File: src/rtl/y_defs.sv
// rtl/y_defs.sv - shared state, opcode and ALU encodings for the y-series control unit
package y_defs;

  typedef enum logic [2:0] {
    ST_FETCH  = 3'd0,
    ST_DECODE = 3'd1,
    ST_EXEC   = 3'd2,
    ST_MEM    = 3'd3,
    ST_WB     = 3'd4,
    ST_HALT   = 3'd5
  } state_t;

  localparam logic [6:0] OP_R   = 7'h33;
  localparam logic [6:0] OP_I   = 7'h13;
  localparam logic [6:0] OP_LD  = 7'h03;
  localparam logic [6:0] OP_ST  = 7'h23;
  localparam logic [6:0] OP_BR  = 7'h63;
  localparam logic [6:0] OP_JAL = 7'h6F;

  localparam logic [2:0] ALU_AND = 3'b000;
  localparam logic [2:0] ALU_OR  = 3'b001;
  localparam logic [2:0] ALU_ADD = 3'b010;
  localparam logic [2:0] ALU_SUB = 3'b110;
  localparam logic [2:0] ALU_SLT = 3'b111;

  function automatic logic is_supported(input logic [6:0] opc);
    return opc inside {OP_R, OP_I, OP_LD, OP_ST, OP_BR, OP_JAL};
  endfunction

endpackage

File: src/rtl/y_ctrl_if.sv
// rtl/y_ctrl_if.sv - datapath-facing bundle between y_ctrl (master) and the yIF..yWB datapath (slave)
interface y_ctrl_if #(
  parameter int PC_W = 32
);
  logic [31:0]     ins;
  logic            zero;
  logic [PC_W-1:0] PCp4;
  logic [PC_W-1:0] branch;
  logic [PC_W-1:0] jTarget;
  logic [PC_W-1:0] PCin;
  logic            RegWrite;
  logic            ALUSrc;
  logic            Mem2Reg;
  logic            MemRead;
  logic            MemWrite;
  logic [2:0]      op;

  modport master (
    input  ins, zero, PCp4, branch, jTarget,
    output PCin, RegWrite, ALUSrc, Mem2Reg, MemRead, MemWrite, op
  );

  modport slave (
    output ins, zero, PCp4, branch, jTarget,
    input  PCin, RegWrite, ALUSrc, Mem2Reg, MemRead, MemWrite, op
  );
endinterface

File: src/rtl/y_alu_dec.sv
// rtl/y_alu_dec.sv - combinational ALU operation decode from the latched instruction fields
module y_alu_dec
  import y_defs::*;
(
  input  logic [6:0] opcode,
  input  logic [2:0] funct3,
  input  logic       bit30,
  output logic [2:0] op
);

  always_comb begin
    op = ALU_ADD;
    // loads and stores only ever need address arithmetic
    if (opcode != OP_LD && opcode != OP_ST) begin
      case (funct3)
        3'b000:  if (bit30 && opcode == OP_R) op = ALU_SUB;
        3'b111:  op = ALU_AND;
        3'b110:  op = ALU_OR;
        3'b010:  op = ALU_SLT;
        default: op = ALU_ADD;
      endcase
    end
  end

endmodule

File: src/rtl/y_ctrl.sv
// rtl/y_ctrl.sv - multi-cycle control FSM and PC register; Y_CTRL_PERF_EN adds instret/cycles counters
module y_ctrl
  import y_defs::*;
#(
  parameter logic [31:0] PC_RESET = 32'h28,
  parameter int          PC_W     = 32
) (
  input  logic        clk,
  input  logic        rst,
  input  logic        run,
  y_ctrl_if.master    dp,
`ifdef Y_CTRL_PERF_EN
  output logic [31:0] instret,
  output logic [31:0] cycles,
`endif
  output logic        retire,
  output logic        illegal
);

  state_t          state;
  logic [31:0]     ir;
  logic [PC_W-1:0] pc;
  logic            reg_write, alu_src, mem2reg, mem_read, mem_write;
  logic            retire_q, illegal_q;
  logic [2:0]      op_q, dec_op;
  logic [6:0]      opcode;
  logic            unused_ir_bits;

  assign opcode         = ir[6:0];
  assign unused_ir_bits = ^{ir[31], ir[29:15], ir[11:7]};

  y_alu_dec u_alu_dec (
    .opcode (opcode),
    .funct3 (ir[14:12]),
    .bit30  (ir[30]),
    .op     (dec_op)
  );

  always_ff @(posedge clk) begin
    if (rst) begin
      state     <= ST_FETCH;
      ir        <= '0;
      pc        <= PC_W'(PC_RESET);
      reg_write <= 1'b0;
      alu_src   <= 1'b0;
      mem2reg   <= 1'b0;
      mem_read  <= 1'b0;
      mem_write <= 1'b0;
      op_q      <= '0;
      retire_q  <= 1'b0;
      illegal_q <= 1'b0;
    end else begin
      // outputs are registered for the state being entered; pulses clear by default
      reg_write <= 1'b0;
      mem2reg   <= 1'b0;
      mem_read  <= 1'b0;
      mem_write <= 1'b0;
      retire_q  <= 1'b0;
      case (state)
        ST_FETCH: begin
          if (run) begin
            ir    <= dp.ins;
            state <= ST_DECODE;
          end
        end
        ST_DECODE: begin
          if (is_supported(opcode)) begin
            state    <= ST_EXEC;
            alu_src  <= !(opcode == OP_R || opcode == OP_BR);
            op_q     <= (opcode == OP_BR) ? ALU_SUB : dec_op;
            retire_q <= (opcode == OP_BR || opcode == OP_JAL);
          end else begin
            illegal_q <= 1'b1;
            state     <= ST_HALT;
          end
        end
        ST_EXEC: begin
          case (opcode)
            OP_R, OP_I: begin
              state     <= ST_WB;
              reg_write <= 1'b1;
              retire_q  <= 1'b1;
            end
            OP_LD: begin
              state    <= ST_MEM;
              mem_read <= 1'b1;
            end
            OP_ST: begin
              state     <= ST_MEM;
              mem_write <= 1'b1;
              retire_q  <= 1'b1;
            end
            OP_BR: begin
              state   <= ST_FETCH;
              pc      <= dp.zero ? dp.branch : dp.PCp4;
              alu_src <= 1'b0;
              op_q    <= '0;
            end
            default: begin
              state   <= ST_FETCH;
              pc      <= dp.jTarget;
              alu_src <= 1'b0;
              op_q    <= '0;
            end
          endcase
        end
        ST_MEM: begin
          if (opcode == OP_LD) begin
            state     <= ST_WB;
            reg_write <= 1'b1;
            mem2reg   <= 1'b1;
            mem_read  <= 1'b1;
            retire_q  <= 1'b1;
          end else begin
            state   <= ST_FETCH;
            pc      <= dp.PCp4;
            alu_src <= 1'b0;
            op_q    <= '0;
          end
        end
        ST_WB: begin
          state   <= ST_FETCH;
          pc      <= dp.PCp4;
          alu_src <= 1'b0;
          op_q    <= '0;
        end
        ST_HALT: begin
        end
        default: state <= ST_HALT;
      endcase
    end
  end

  assign dp.PCin     = pc;
  assign dp.RegWrite = reg_write;
  assign dp.ALUSrc   = alu_src;
  assign dp.Mem2Reg  = mem2reg;
  assign dp.MemRead  = mem_read;
  assign dp.MemWrite = mem_write;
  assign dp.op       = op_q;
  assign retire      = retire_q;
  assign illegal     = illegal_q;

`ifdef Y_CTRL_PERF_EN
  always_ff @(posedge clk) begin
    if (rst) begin
      instret <= '0;
      cycles  <= '0;
    end else begin
      if (state != ST_HALT) cycles <= cycles + 32'd1;
      if (retire_q) instret <= instret + 32'd1;
    end
  end
`endif

endmodule

File: src/flat_wrapper.sv
// flat-port wrapper written by rule: the top's interface ports become plain ports
module y_ctrl_flat import y_defs::*;
#(
  parameter logic [31:0] PC_RESET = 32'h28,
  parameter int          PC_W     = 32
)
  (clk, rst, run, retire, illegal, dp_ins, dp_zero, dp_PCp4, dp_branch, dp_jTarget, dp_PCin, dp_RegWrite, dp_ALUSrc, dp_Mem2Reg, dp_MemRead, dp_MemWrite, dp_op);
  y_ctrl_if #(.PC_W(PC_W)) dp_i ();
  input  logic clk;
  input  logic rst;
  input  logic run;
  output logic retire;
  output logic illegal;
  input wire logic [$bits(dp_i.ins)-1:0] dp_ins;
  input wire logic [$bits(dp_i.zero)-1:0] dp_zero;
  input wire logic [$bits(dp_i.PCp4)-1:0] dp_PCp4;
  input wire logic [$bits(dp_i.branch)-1:0] dp_branch;
  input wire logic [$bits(dp_i.jTarget)-1:0] dp_jTarget;
  output wire logic [$bits(dp_i.PCin)-1:0] dp_PCin;
  output wire logic [$bits(dp_i.RegWrite)-1:0] dp_RegWrite;
  output wire logic [$bits(dp_i.ALUSrc)-1:0] dp_ALUSrc;
  output wire logic [$bits(dp_i.Mem2Reg)-1:0] dp_Mem2Reg;
  output wire logic [$bits(dp_i.MemRead)-1:0] dp_MemRead;
  output wire logic [$bits(dp_i.MemWrite)-1:0] dp_MemWrite;
  output wire logic [$bits(dp_i.op)-1:0] dp_op;
  assign dp_i.ins = dp_ins;
  assign dp_i.zero = dp_zero;
  assign dp_i.PCp4 = dp_PCp4;
  assign dp_i.branch = dp_branch;
  assign dp_i.jTarget = dp_jTarget;
  assign dp_PCin = dp_i.PCin;
  assign dp_RegWrite = dp_i.RegWrite;
  assign dp_ALUSrc = dp_i.ALUSrc;
  assign dp_Mem2Reg = dp_i.Mem2Reg;
  assign dp_MemRead = dp_i.MemRead;
  assign dp_MemWrite = dp_i.MemWrite;
  assign dp_op = dp_i.op;
  y_ctrl #(.PC_RESET(PC_RESET), .PC_W(PC_W)) u_core (.clk(clk), .rst(rst), .run(run), .dp(dp_i), .retire(retire), .illegal(illegal));
endmodule
File: config.mk
export PLATFORM = sky130hd
export DESIGN_NAME = y_ctrl_flat
export DESIGN_NICKNAME = d
export VERILOG_FILES = /design/src/rtl/y_defs.sv /design/src/rtl/y_ctrl_if.sv /design/src/rtl/y_alu_dec.sv /design/src/rtl/y_ctrl.sv /design/src/flat_wrapper.sv
export SDC_FILE = /design/constraint.sdc
export NUM_CORES = 1
export LEC_CHECK = 0
export CAP_MARGIN = 20
export CORE_MARGIN = 10
export CORE_UTILIZATION = 25
export CTS_CLUSTER_SIZE = 28
export DETAILED_ROUTE_END_ITERATION = 7
export SETUP_SLACK_MARGIN = 0.4
export SKIP_CTS_REPAIR_TIMING = 1
export SKIP_LAST_GASP = 1
export SLEW_MARGIN = 20
export SYNTH_ARGS = -nofsm -noshare
export SYNTH_HDL_FRONTEND = slang
export SYNTH_SLANG_ARGS = --single-unit
File: constraint.sdc
create_clock -name clk -period 1.8 [get_ports clk]
set_input_delay 0.45 -clock clk [delete_from_list [all_inputs] [get_ports clk]]
set_output_delay 0.45 -clock clk [all_outputs]
set_load 0.1 [all_outputs]
==> impl_metrics.csv <==
group,metric,value,unit
sta,rsz0062_at_grt,"yes",
layout,drive_gt1_share,25.4,%
power,p_int,2.40,mW
floorplan,die_height,126,um
logic_synthesis,synth.distinct_cells,44,
placement,pre_cts_slack,-0.258,ns
logic_synthesis,async_flop_share,0,%
placement,dp.cells,620,
logic_synthesis,synth_flop_cell,"dfxtp_1",
sta,fmax,549,MHz
sta,slew_violations,0,
layout,fin_area,5630,sq um
detailed_routing,drc_errors,0,
logic_synthesis,yosysWarnings,0,
sta,fin_skew,0.00731,ns
detailed_routing,ant_nets,0,
logic_synthesis,seq_area_frac_synth,39.8,%
layout,nets,635,
sta,relSlewSlack,63.7,%
setup_path,path_cells,"o21ai_0, nand3_4, a21o_1, nor2_4, clkbuf_16, a22o_1",
floorplan,pin_count,174,
clock_tree,clk_pin_slew,0.08,ns
detailed_routing,dr.pass1.iters,4,
clock_tree,numCtsBuffers,5,
clock_tree,clk_latency,0.29,ns
run_status,violations,"negative setup slack",
sta,finalSetupViolCount,14,
layout,finish.utilization,51.5,%
placement,gp_congestion,0.876,
setup_path,cp-start-kind,"register",
sta,hold_viol,0,
setup_path,worstReg2RegStart,"u_core.ir[4]",
power,power_frac_clock,28.0,%
detailed_routing,wl_per_cell,18.8,um
sta,layout_setup_ws,-0.0213,ns
global_route,antenna_found_initial,0,
power,p_leak,2.11,nW
floorplan,die_w,126,um
setup_path,crit_fanout,14,
sta,worst_slew_pin_slew,0.539,ns
layout,fillers,1002,
min_path,min-delay-start,"u_core.ir[30]",
power,p_comb_share,33.4,%
setup_path,critPathMaxStageDelay,0.45,ns
floorplan,initial_core_util,25.7,%
logic_synthesis,synth_nets,459,
global_route,grt_pass1_vias,2967,
logic_synthesis,ys_top_cells_by_count,"nand2_1, dfxtp_1, o21ai_0",
floorplan,core.rowCount,38,
logic_synthesis,yosys.cell_count.top_type,"nand2_1",
floorplan,dieArea,15900,sq um
clock_tree,clk_path_buf_depth,2,
placement,place_hpwl,8390,um
global_route,grt_pass1_wl,16300,um
logic_synthesis,post_synth_inst_count,327,
min_path,hold_path.class,"reg2reg",
layout,num_antenna_cells,0,
detailed_routing,totalWireLength,12100,um
power,seqPwrFrac,38.6,%
power,fin_total_pwr,3.53,mW
setup_path,worstSetupPathType,"reg2reg",
global_route,overflow,0,
run_status,status,"finished, violations left",
logic_synthesis,synth_top_cell_by_area,"dfxtp_1",
logic_synthesis,ys_seq_elements,56,
power,powerDensity,628,nW/um^2
floorplan,coreArea,10900,sq um
setup_path,cp_top_family,"compound AO/OA/AOI/OAI gates",
clock_tree,cts_sinks,56,
logic_synthesis,synth_edf_count,0,
setup_path,cp-startpoint,"u_core.ir[4]",
setup_path,arrival,2.06,ns
layout,final_cells,644,
detailed_routing,via_per_inst,4.84,
setup_path,worstPathRequired,2.04,ns
clock_tree,cts_root_buf,"clkbuf_16",
sta,fin_crit_sh,101,%
logic_synthesis,synth_top_cells_by_area,"dfxtp_1, mux2i_1, a22o_1",
placement,placement.io_buffers,152,
setup_path,crit_buf_inv,1,
job,max-cap-violations,0,
setup_path,end_kind,"register",
sta,fin_crit,1.82,ns
power,ir_worst_vdd,413,uV
logic_synthesis,synth_top_area_share,39.8,%
detailed_routing,num_vias,3119,
logic_synthesis,synthesis.area,2820,sq um
global_route,grt_max_degree,62,
clock_tree,htree_levels,2,
layout,area_growth,99.9,%
power,p_switching,1.13,mW
placement,placed_cell_area,5070,sq um
detailed_routing,first_iter_violations,179,
logic_synthesis,synth_area_per_cell,8.61,sq um
global_route,grt_usage,12.5,%
power,switching_share,32.0,%
setup_path,slowest_stage,"o21ai_0",
clock_tree,cts_tree,"done",
## stage by stage
stage	hold slack [ns]	setup TNS, ns
detailed placement	0.459	-7.47
finish	0.467	-0.156
global placement	0.454	-7.58
CTS	0.470	-1.45
global route	0.499	-2.67
floorplan	0.436	0
## cell usage in the layout (no fill, tap or decap), types with 2 or more instances in the layout
cell type,count
a211o_1,2
a21oi_1,13
a221oi_2,2
a22o_1,29
a31oi_1,2
a41oi_1,2
and2_1,2
and2_4,2
buf_12,46
buf_4,28
buf_6,4
clkbuf_16,12
clkdlybuf4s50_1,109
dfxtp_1,50
dfxtp_2,6
inv_1,8
mux2i_1,34
nand2_1,57
nand2b_1,4
nand3_4,2
nand4b_1,2
nor2_1,8
nor2_4,3
nor2b_1,2
nor3_1,4
nor3_4,2
o21ai_0,26
o21ai_1,10
## sequential cells by signal, summed over array words and instances (netlist names)
name	flops
u_core.dp.op	3
u_core.illegal	1
u_core.ir	11
u_core.dp.Mem2Reg	1
u_core.dp.PCin	32
u_core.dp.MemWrite	1
u_core.dp.ALUSrc	1
u_core.retire	1
u_core.dp.MemRead	1
u_core.dp.RegWrite	1
u_core.state	3
## final timing paths
path / cells after the start / end / slack, ns
max: 6 / u_core.dp.PCin[19] / -0.02
min: 2 / u_core.ir[30] / 0.47
max reg2reg: 6 / u_core.dp.PCin[19] / -0.02
min reg2reg: 2 / u_core.ir[30] / 0.47
## cell families after synthesis
family / share of synthesized area (%)
mux: 12.1
simple gates: 17.4
buf+inv: 6.44
compound gates: 23.6
flops: 39.8
xor+xnor: 0.622
## worst min-delay path, stage by stage, from the launching register on
cell     delay (ns)
dfxtp_1        0.32
nand2_1        0.05
a21oi_1        0.05
## routing by layer
metal  vias to the layer above  wire, um  track usage [%]
met2                       102      6250             21.7
met4                         0        80             2.28
li1                       1529         -                -
met3                         6       679             3.48
met5                         -         0                0
met1                      1482      5110             15.0
## power by group through the flow
stage / sequential (mW) / combinational (mW) / clock [mW]
after floorplan: 1.65 / 0.277 / 0
after global placement: 1.39 / 1.06 / 0
after detailed placement: 1.39 / 1.07 / 0
after CTS: 1.36 / 1.07 / 1.02
after global routing: 1.37 / 1.25 / 1.07
final: 1.36 / 1.18 / 0.989
## cell type report
| class | count | area [sq um] | share of cell area, % |
|---|---|---|---|
| Inverter | 8 | 30.0 | 0.534 |
| Multi-Input combinational cell | 237 | 1690 | 30.1 |
| Timing Repair Buffer | 195 | 2450 | 43.6 |
| Sequential cell | 56 | 1130 | 20.1 |
| Tap cell | 140 | 175 | 3.11 |
| Clock buffer | 5 | 125 | 2.22 |
| Clock inverter | 3 | 21.3 | 0.378 |
Power figures use the tool's default switching activity.
